`config.mk`:
```
export PLATFORM = sky130hd
export DESIGN_NAME = hdr_exit_detector
export DESIGN_NICKNAME = d
export VERILOG_FILES = /design/src/rtl/hdr_exit_detector.sv
export SDC_FILE = /design/constraint.sdc
export NUM_CORES = 1
export LEC_CHECK = 0
export CORE_AREA = 2 2 39 41
export DETAILED_ROUTE_END_ITERATION = 8
export DIE_AREA = 0 0 41 43
export MAX_ROUTING_LAYER = met4
export SYNTH_ARGS = -nofsm -noshare
export SYNTH_HDL_FRONTEND = slang
export SYNTH_SLANG_ARGS = --single-unit
```
`constraint.sdc`:
```
create_clock -name i_sys_clk -period 1.8 [get_ports i_sys_clk]
set_input_delay 0.36 -clock i_sys_clk [delete_from_list [all_inputs] [get_ports i_sys_clk]]
set_output_delay 0.36 -clock i_sys_clk [all_outputs]
set_load 0.01 [all_outputs]
```
`src/rtl/hdr_exit_detector.sv`:
```
// rtl/hdr_exit_detector.sv - I3C HDR Exit Pattern detector (4 SDA falls while SCL low).
// Optional EXIT_SYNC_EN: 2-flop synchronizers on i_scl/i_sda ahead of detection.
module hdr_exit_detector (
  input  logic i_sys_clk,
  input  logic i_sys_rst,
  input  logic i_cccnt_enable,
  input  logic i_scl,
  input  logic i_sda,
  output logic o_cccnt_done
);

  logic scl;
  logic sda;

`ifdef EXIT_SYNC_EN
  logic [1:0] scl_sync;
  logic [1:0] sda_sync;

  // Flops reset to the bus-idle level so release never looks like an edge.
  always_ff @(posedge i_sys_clk or negedge i_sys_rst) begin
    if (!i_sys_rst) begin
      scl_sync <= 2'b11;
      sda_sync <= 2'b11;
    end else begin
      scl_sync <= {scl_sync[0], i_scl};
      sda_sync <= {sda_sync[0], i_sda};
    end
  end

  assign scl = scl_sync[1];
  assign sda = sda_sync[1];
`else
  assign scl = i_scl;
  assign sda = i_sda;
`endif

  typedef enum logic [1:0] {IDLE, COUNT, DONE} state_t;

  state_t     state;
  logic       sda_q;
  logic [2:0] cnt;
  logic       done_q;
  logic       fe;

  assign fe = sda_q & ~sda;

  always_ff @(posedge i_sys_clk or negedge i_sys_rst) begin
    if (!i_sys_rst) begin
      state  <= IDLE;
      sda_q  <= 1'b1;
      cnt    <= 3'd0;
      done_q <= 1'b0;
    end else begin
      // sda_q tracks SDA in every state, so enabling never sees a stale edge.
      sda_q <= sda;
      if (!i_cccnt_enable) begin
        state  <= IDLE;
        cnt    <= 3'd0;
        done_q <= 1'b0;
      end else begin
        case (state)
          IDLE, COUNT: begin
            state <= COUNT;
            if (scl) begin
              cnt <= 3'd0;
            end else if (fe && cnt == 3'd3) begin
              cnt    <= 3'd4;
              done_q <= 1'b1;
              state  <= DONE;
            end else if (fe) begin
              cnt <= cnt + 3'd1;
            end
          end
          DONE: begin
            done_q <= 1'b1;
          end
          default: begin
            state <= IDLE;
          end
        endcase
      end
    end
  end

  assign o_cccnt_done = done_q;

endmodule

```
# After elaboration in Yosys (flattened, before gate mapping)
# Index checks and enable logic that the tools add are counted.
# classes
add_sub_neg,1
multipliers,0
div_mod_pow,0
magnitude_cmp,0
eq_ne,9
shift,0
n_mux,13
n_bitwise,2
n_reduce_logical,5
# ops
op,n
$mux W3,5
$mux W2,3
$ne A3 B3 Y1 const B,2
$ne A4 B1 Y1 const B,1
$pmux W2 S2,1
$add A3 B1 Y3 const B,1
$eq A3 B2 Y1 const B,1
$mux W1,3
$ne A3 B1 Y1 const B,1
$reduce_and A3 Y1,1
$eq A2 B1 Y1 const B,1
$eq A2 B2 Y1 const B,1
$logic_not A2 Y1,1
$ne A2 B1 Y1 const B,1
$ne A2 B2 Y1 const B,1
$pmux W1 S2,1
$reduce_and A2 Y1,1
$reduce_or A2 Y1,1
$and A1 B1 Y1,1
$logic_and A1 B1 Y1,1
$not A1 Y1,1
# word_totals
reg_bits,7
latch_bits,0
ramBits,0
mem_bits_ro,0
input_bits,5
out_inout_bits,1
word_cells,34
n_memories,0

# Depth between registers and ports, before layout
# logic_depth
ltp_word,7
depth_mapped,5
depth_no_buf,5

# Worst setup path after synthesis
# OpenSTA, ideal clock, no wires.
# synth_timing
path_type,reg2reg
start,register cnt[0]
end,register cnt[2]
setup_time_ns,0.130
t_arrival_ns,1.050
required_time_ns,1.670
slack_ns,0.620
stages_incl_launch_ff,6
path_cell_list,dfrtp_1 ha_1 ha_1 inv_1 o21ai_0 a31oi_1
# synth_between
elab_chain_cells,6
elab_cells_between_ends,10
cone_classes,add/sub: 1; eq/ne: 2; mux: 5; reduce/logical: 2
# synth_lines
item,line,rtl
from (decl),41,logic [2:0] cnt;
from (signal assigned),71,cnt <= cnt + 3'd1;
$add A3 B1 Y3 or $eq A3 B2 Y1 (tied branches),"71, 66",
$mux W3 or $logic_and A1 B1 Y1 (tied branches),"70, 66",
$mux W3,66,end else if (fe && cnt == 3'd3) begin
$mux W3,64,if (scl) begin
$mux W3,61,case (state)
$mux W3,56,if (!i_cccnt_enable) begin
# Several ways; a longest one is shown, not always the timed one. The select of a mux whose other input is x is not followed.
# A chain may end at the register's enable or synchronous reset.

# Worst setup path in the final report
# layout_timing
start,register done_q (netlist: o_cccnt_done)
end,output o_cccnt_done
# layout_rtl
item,line,rtl
from (decl),42,logic done_q;
from (signal assigned),52,done_q <= 1'b0;
from (signal assigned),59,done_q <= 1'b0;
from (signal assigned),68,done_q <= 1'b1;
to (decl),9,output logic o_cccnt_done
# No word-level cell between the ends.

==> impl_metrics.py <==
metrics = {
    "critical_path": {
        "endpoint_kind": "primary output",
        "critPathLaunchType": "register",
        "crit_chain": "clkdlybuf4s50_1",
        "reg2reg_slack_ns": 0.58,
        "cp_data_arrival_time_ns": 1.11,
        "rr_startpoint": "cnt[0]",
        "critPathKind": "register to primary output",
        "crit_fanout": 2,
        "max_stage_delay_ns": 0.53,
        "worstSetupStartpoint": "o_cccnt_done",
        "required_ns": 1.44,
        "path_buf_inv": 1,
        "crit_slowest_cell": "clkdlybuf4s50_1",
        "critPathTopFamily": "buffers and inverters",
    },
    "power_and_ir_drop": {
        "power.leakage_nw": 0.213,
        "ir_worst_vdd_v": 0.000404,
        "p_total_w": 0.000332,
        "power.density_nw_per_um2": 750,
    },
    "global_routing": {
        "grt_pass1_wl_um": 952,
        "grt_overflow": 0,
        "grt_util_all_layers": 0.0891,
        "grt_pass1_vias": 229,
        "grt_max_degree": 8,
        "antenna_found_initial": 0,
    },
    "sta": {
        "finalSetupTns_ns": 0,
        "timing.final.ws_setup_ns": 0.327,
        "fmax_mhz": 679,
        "finalHoldViolCount": 0,
        "whs_ns": 0.367,
        "worst_pin_slew_ns": 0.316,
        "slew_viol_final": 0,
        "fin_skew_ns": 0.00432,
        "finalCriticalPeriod_ns": 1.47,
        "rsz0062_at_grt": "false",
        "slew_headroom": 0.789,
        "period_share": 0.818,
        "finalSetupViolCount": 0,
    },
    "synth": {
        "yosys.area_share.simple": 0.206,
        "yosysUniqueCellTypes": 19,
        "synth_top_family_by_area": "simple AND/OR/NAND/NOR gates",
        "synthCells": 31,
        "yosysWarnings": 0,
        "yosys.area_share.xor_xnor": 0,
        "synth_mux_area_frac": 0,
        "syn_nets": 38,
        "synth-seq-cells": 7,
        "synth_top_cell_by_area": "dfrtp_1",
        "seq_area_frac_synth": 0.509,
        "synth_top_area_share": 0.433,
        "netlist_area_um2": 347,
        "synth-compound-area-share": 0.159,
        "syn_area_per_cell_um2": 11.2,
        "synth.area.top_cells": "dfrtp_1 (43%), dfstp_2 (7.6%), ha_1 (7.2%), nor4b_4 (6.9%), inv_1 (5.4%)",
        "synthAdderAreaFrac": 0.0722,
    },
    "placed_design": {
        "dp_slack_ns": 0.191,
        "place_congestion": 0.648,
        "place_hpwl_um": 463,
        "port_buffers": 5,
    },
    "finish": {
        "nNetsFinal": 48,
        "syn2layout_area_growth_pct": 27.8,
        "drive_above_1_share": 0.175,
        "antenna_cells": 0,
        "mostFrequentLayoutCell": "dfrtp_1",
        "post-route-util": 0.320,
        "final_cell_mix": "dfrtp_1 (6), inv_1 (5), clkdlybuf4s50_1 (5)",
    },
    "cts": {
        "cts_resized": 0,
        "post_cts_buffers": 0,
        "cts_tree": "built",
        "numCtsBuffers": 3,
        "cts_htree_levels": 1,
        "cts.sinks": 7,
        "cts_buffer_depth": 2,
        "clock_latency_ns": 0.25,
        "cts.reportedPaths.clkPinSlew_ns": 0.05,
        "cts_hold_buffers": 0,
        "root_buffer": "clkbuf_4",
    },
    "floorplanning": {
        "chipHeight_um": 43,
        "rows": 14,
        "start_util": 0.250,
        "core_um2": 1380,
        "die_w_um": 41,
        "die_area_um2": 1760,
        "io_pins": 6,
    },
    "flow_run": {
        "drv_cap": 0,
    },
    "route": {
        "vias": 251,
        "firstDrtPassIters": 2,
        "ant_nets": 0,
        "via_per_inst": 4.48,
        "drt-total-wl_um": 565,
        "drt-wirelength-per-cell_um": 10.1,
        "drcViolationCount": 0,
        "drt-initial-drc-count": 1,
    },
    "worst_hold_path": {
        "hold_path_class": "input pin to asynchronous set/reset pin",
    },
    "outcome": {
        "status": "complete, no violations",
    },
}
through the flow:
step	cells	cell area, µm²
after floorplan	31	347
after global placement	52	417
after detailed placement	52	417
after CTS	56	443
after global routing	56	443
final	56	443
routing by layer:
metal	global-route usage	vias up	part of all wire
li1	-	126	-
met4	0.0400	0	0.012
met2	0.106	8	0.43
met1	0.102	115	0.44
met3	0.0785	2	0.11
met5	-	-	0
Yosys cell counts (all sizes together):
cell type	instances
dfrtp	6
inv	5
a21oi	2
ha	2
nor2	2
a211oi	1
a21o	1
a31o	1
a31oi	1
a32o	1
and3	1
dfstp	1
nand2	1
nand2b	1
nand3	1
nor2b	1
nor3	1
nor4b	1
o21ai	1
registers in the layout, summed over array words and instances (netlist names):
name          flops
o_cccnt_done      1
state             2
cnt               3
sda_q             1
worst paths after layout:
path,end,cells after the start
max in group asynchronous,sda_q,1
worst max-delay path,o_cccnt_done,1
worst min-delay path,cnt[2],1
worst min register to register,o_cccnt_done,2
worst max register to register,cnt[2],5
min in group i_sys_clk,o_cccnt_done,2
logic make-up (layout without fill, tap and decap cells):
logic type,after synthesis,count (layout)
adder cells (fa/ha/maj),2,2
flip-flops,7,7
buffers and inverters,5,14
AND/OR/NAND/NOR,9,9
AO/OA/AOI/OAI,8,8
layout make-up:
type                            count  area (µm²)
Inverter                            5        18.8
Clock buffer                        4        26.3
Tap cell                           16        20.0
Timing Repair Buffer                5        50.0
Multi-Input combinational cell     19         151
Fill cell                         151         941
Sequential cell                     7         176
report_power, final:
part	switching (W)	internal, W	leakage, nW
registers	0.00000224	0.000162	0.0917
clock network	0.0000557	0.0000845	0.0150
logic	0.0000130	0.0000151	0.106
total	0.0000709	0.000261	0.213
No activity file was read; power rests on OpenSTA's default activity.
==> RTL change 1: new RTL, config.mk and constraints unchanged <==
Build with the macro `EXIT_SYNC_EN` defined.
--- a/src/rtl/hdr_exit_detector.sv
+++ b/src/rtl/hdr_exit_detector.sv
@@ -1,4 +1,6 @@
 // rtl/hdr_exit_detector.sv - I3C HDR Exit Pattern detector (4 SDA falls while SCL low).
 // Optional EXIT_SYNC_EN: 2-flop synchronizers on i_scl/i_sda ahead of detection.
+`define EXIT_SYNC_EN
+
 module hdr_exit_detector (
   input  logic i_sys_clk,
Check against the original RTL: not equivalent (Yosys sat finds a counterexample within 10 cycles, from zero or initial values and one cycle with i_sys_rst low).
==> RTL change 1 against the original RTL <==
Area after synthesis is 39% higher. Wire length is 31% higher. Total power is 38% higher. Synthesized cell count rose by 26%. Design area increased by 28%. Sequential cell count rose by 4. Cell count up 13%. Setup slack worse by 120 ps.
==> RTL change 1: results (changes against the original RTL) <==
Clock transition at path regs 70 ps (+20 ps); FF-to-FF Start cnt[0]; Tmin final 1600 ps (+123 ps); Slowest-stage cell, CP dfrtp_1; Setup crit end cnt[2]; drt pass-1 iters 4 (+2); WL/cell 11.7 µm (+16%); DR iter-0 viols 6 (+5); nets 55 (+15%); HPWL Detailed 529 µm (+14%); post-synthesis net count 46 (+21%); WP data arrival 1800 ps (+690 ps); CTS resizes 0 (unchanged); Critical Path Fanout Max 4 (+2); Worst Clk Skew 1.21 ps (-3.11 ps); pin count of the biggest net entering global routing 12 (+4); Hold WC Path Type reg2reg; startpoint type of the worst setup path flip-flop; CP top delay family simple AND/OR/NAND/NOR gates; Placed Cells 59 (+13%); syn_area_per_cell 12.4 µm² (+11%); Peak VDD IR 0.000364 V (-9.9%); R2R Path End cnt[2]; Hold Path Depth 0; vias in the first global route 298 (+30%); fin cells 63 (+13%); first-pass GRT wire length 1.31 mm (+38%); dpl ws 211 ps (+19.7 ps); Pleak 0.233 nW (+9.3%); run status finished, final reports clean; RD Place Congestion 0.853 (+32%); Tot GR Track Use 12.3% (+3.4 points); post-DR vias/cell 4.81 (+7.3%); layout cells sized above 1 25.5% (+8.0 points); Slowest Stage Delay on Critical Path 410 ps (-120 ps); top cells by count, synth 6 x dfrtp_1, 5 x dfstp_2, 4 x nand2_1, 3 x inv_1, 3 x nor2b_1; Area contributors post-synth dfrtp_1 31%, dfstp_2 27%, ha_1 5.2%, nor2b_1 3.9%, o31a_1 3.6%; Most used DFF post-synth dfrtp_1; post-synth cell types 21 (+2); slack of the worst reg-to-reg path 200 ps (-380 ps)
[RTL change 1: cell families after synthesis]
| kind of cell | share of synthesized area, % |
|---|---|
| adder cells (fa/ha/maj) | 5.18 |
| AO/OA/AOI/OAI | 12.2 |
| buffers and inverters | 4.66 |
| flip-flops | 58.3 |
| AND/OR/NAND/NOR | 19.7 |
[RTL change 1: layout make-up]
class	count	area, µm²
clock buffer	4	26.3
fill	128	816
inverter	3	11.3
multi-input combinational	24	179
sequential	11	282
tap	16	20.0
timing repair buffer	5	50.0
[RTL change 1: metal layers]
metal  vias to the layer above  part of all wire [%]  track usage [%]
met5                         -                     0                -
met4                         0                   1.6             12.0
met3                         2                   2.8             4.71
met2                         4                    45             14.1
met1                       143                    51             15.6
li1                        154                     -                -
[RTL change 1: worst min-delay path by stage]
stage / endpoint / slack, ps
CTS: scl_sync[1] / 360
detailed placement: sda_sync[1] / 350
floorplan: cnt[0] / 60
global placement: scl_sync[1] / 350
global route: scl_sync[1] / 360
finish: scl_sync[1] / 360
[RTL change 1: power by group]
| part | internal, mW | switching, mW |
|---|---|---|
| Combinational | 0.0135 | 0.0135 |
| Sequential | 0.260 | 0.00584 |
| Clock | 0.0857 | 0.0798 |
[RTL change 1: per-stage QoR]
stage	instance area (µm²)	total power, mW	utilization [%]
2_1_floorplan	483	0.279	-
5_1_grt	568	0.485	41.0
4_1_cts	568	0.469	41.0
3_5_place_dp	542	0.297	39.2
6_report	568	0.458	41.0
3_3_place_gp	542	0.296	39.2
==> RTL change 2: new RTL, same settings <==
Without the edit above. Put one more register stage on the output `o_cccnt_done`, without a reset. The value now appears one clock later.
--- a/src/rtl/hdr_exit_detector.sv
+++ b/src/rtl/hdr_exit_detector.sv
@@ -83,5 +83,7 @@
   end
 
-  assign o_cccnt_done = done_q;
+  always_ff @(posedge i_sys_clk) begin
+    o_cccnt_done <= done_q;
+  end
 
 endmodule
Function: changed (Yosys sat finds a counterexample within 10 cycles, from zero or initial values and one cycle with i_sys_rst low).
==> RTL change 2 against the original RTL <==
Utilization is 1.4 points higher. Total power is 9.2% higher. Design area is 4.5% higher. Sequential cell count is 1 higher. Via count is 3.2% higher. Setup slack better by 21 ps. Global-route usage is 0.95 points higher. Wire length is 12% higher. Combinational power is 1% higher. Area after synthesis is 5.8% higher. Critical endpoint unchanged. Largest cell class unchanged. Highest routed layer is now met3.
==> RTL change 2: results (changes against the original RTL) <==
final hold slack 359 ps (-8.12 ps); RD Place Congestion 0.718 (+11%); slack of the worst reg-to-reg path 540 ps (-40 ps); nets 49 (+2.1%); post-DR vias/cell 4.54 (+1.4%); Post-Route WL 634 µm (+12%); first-pass GRT wire length 972 µm (+2.1%); Tot GR Track Use 9.87% (+0.95 points); post-synthesis net count 39 (+2.6%); placed cell area 437 µm² (+4.8%); layout cells sized above 1 17.1% (-0.43 points); run status finished, final reports clean; final-layout fill cell count 155 (+2.6%); Pleak 0.221 nW (+3.8%); dpl ws 175 ps (-16.5 ps); WP data arrival 1090 ps (-20 ps); Placed Cells 53 (+1.9%); cells after synthesis 32 (+3.2%); drt pass-1 iters 2 (unchanged); Clk Latency, worst-skew pair 260 ps; HPWL Detailed 496 µm (+7.2%); async set-reset flop share out of synthesis 87.5% (-13 points); Num CTS Buffers 3 (unchanged); relative slew slack 78.9% (about the same); Seq/Total Area, Yosys 53.6% (+2.7 points); post-synth cell types 20 (+1); Antenna Cells 0 (unchanged); Worst Clk Skew 5.11 ps (+0.788 ps); vias in the first global route 240 (+4.8%); Critical Path Fanout Max 1 (-1); Area contributors post-synth dfrtp_1 41%, dfstp_2 7.2%, ha_1 6.8%, nor4b_4 6.5%, dfxtp_1 5.5%; WL/cell 11.1 µm (+10%); Peak VDD IR 0.000235 V (-42%)
-- RTL change 2: cell count changes in the layout (fill, tap and decap cells not counted), sizes merged --
cell / delta
dfxtp: +1
-- RTL change 2: power groups by stage --
stage	Clock, mW	Sequential, mW	Combinational [mW]
6_report	0.148	0.186	0.0285
5_1_grt	0.168	0.186	0.0312
4_1_cts	0.154	0.186	0.0288
3_5_place_dp	0	0.189	0.0285
3_3_place_gp	0	0.189	0.0284
2_1_floorplan	0	0.189	0.0118
-- RTL change 2: metal layers --
metal	share of wire, %	GRT usage, %	wire [µm]
met1	45	9.27	286
met2	49	12.5	310
met3	5.8	4.71	37
met4	0	12.0	0
met5	0	-	0
-- RTL change 2: area by class of cell --
cell class / count / area [µm²] / share of cell area (%)
repair buffers: 5 / 50.0 / 10.8
inverters: 5 / 18.8 / 4.05
multi-input cells: 19 / 151 / 32.7
flip-flops and latches: 8 / 196 / 42.4
clock buffers: 4 / 26.3 / 5.68
well taps: 16 / 20.0 / 4.32
-- RTL change 2: worst max path at each step --
stage                       from      endpoint  cells after the start
floorplan                 cnt[0]        cnt[2]                      5
global placement           i_sda        cnt[2]                      4
detailed placement         i_sda        cnt[2]                      4
CTS                 o_cccnt_done  o_cccnt_done                      1
global route        o_cccnt_done  o_cccnt_done                      1
finish              o_cccnt_done  o_cccnt_done                      1
-- RTL change 2: cells by family (layout without fill, tap and decap cells) --
logic type	count (synthesis)	in the layout	share of synthesized area [%]
flops	8	8	53.6
compound gates	8	8	15.0
simple gates	9	9	19.5
fa+ha+maj	2	2	6.82
buf+inv	5	14	5.12
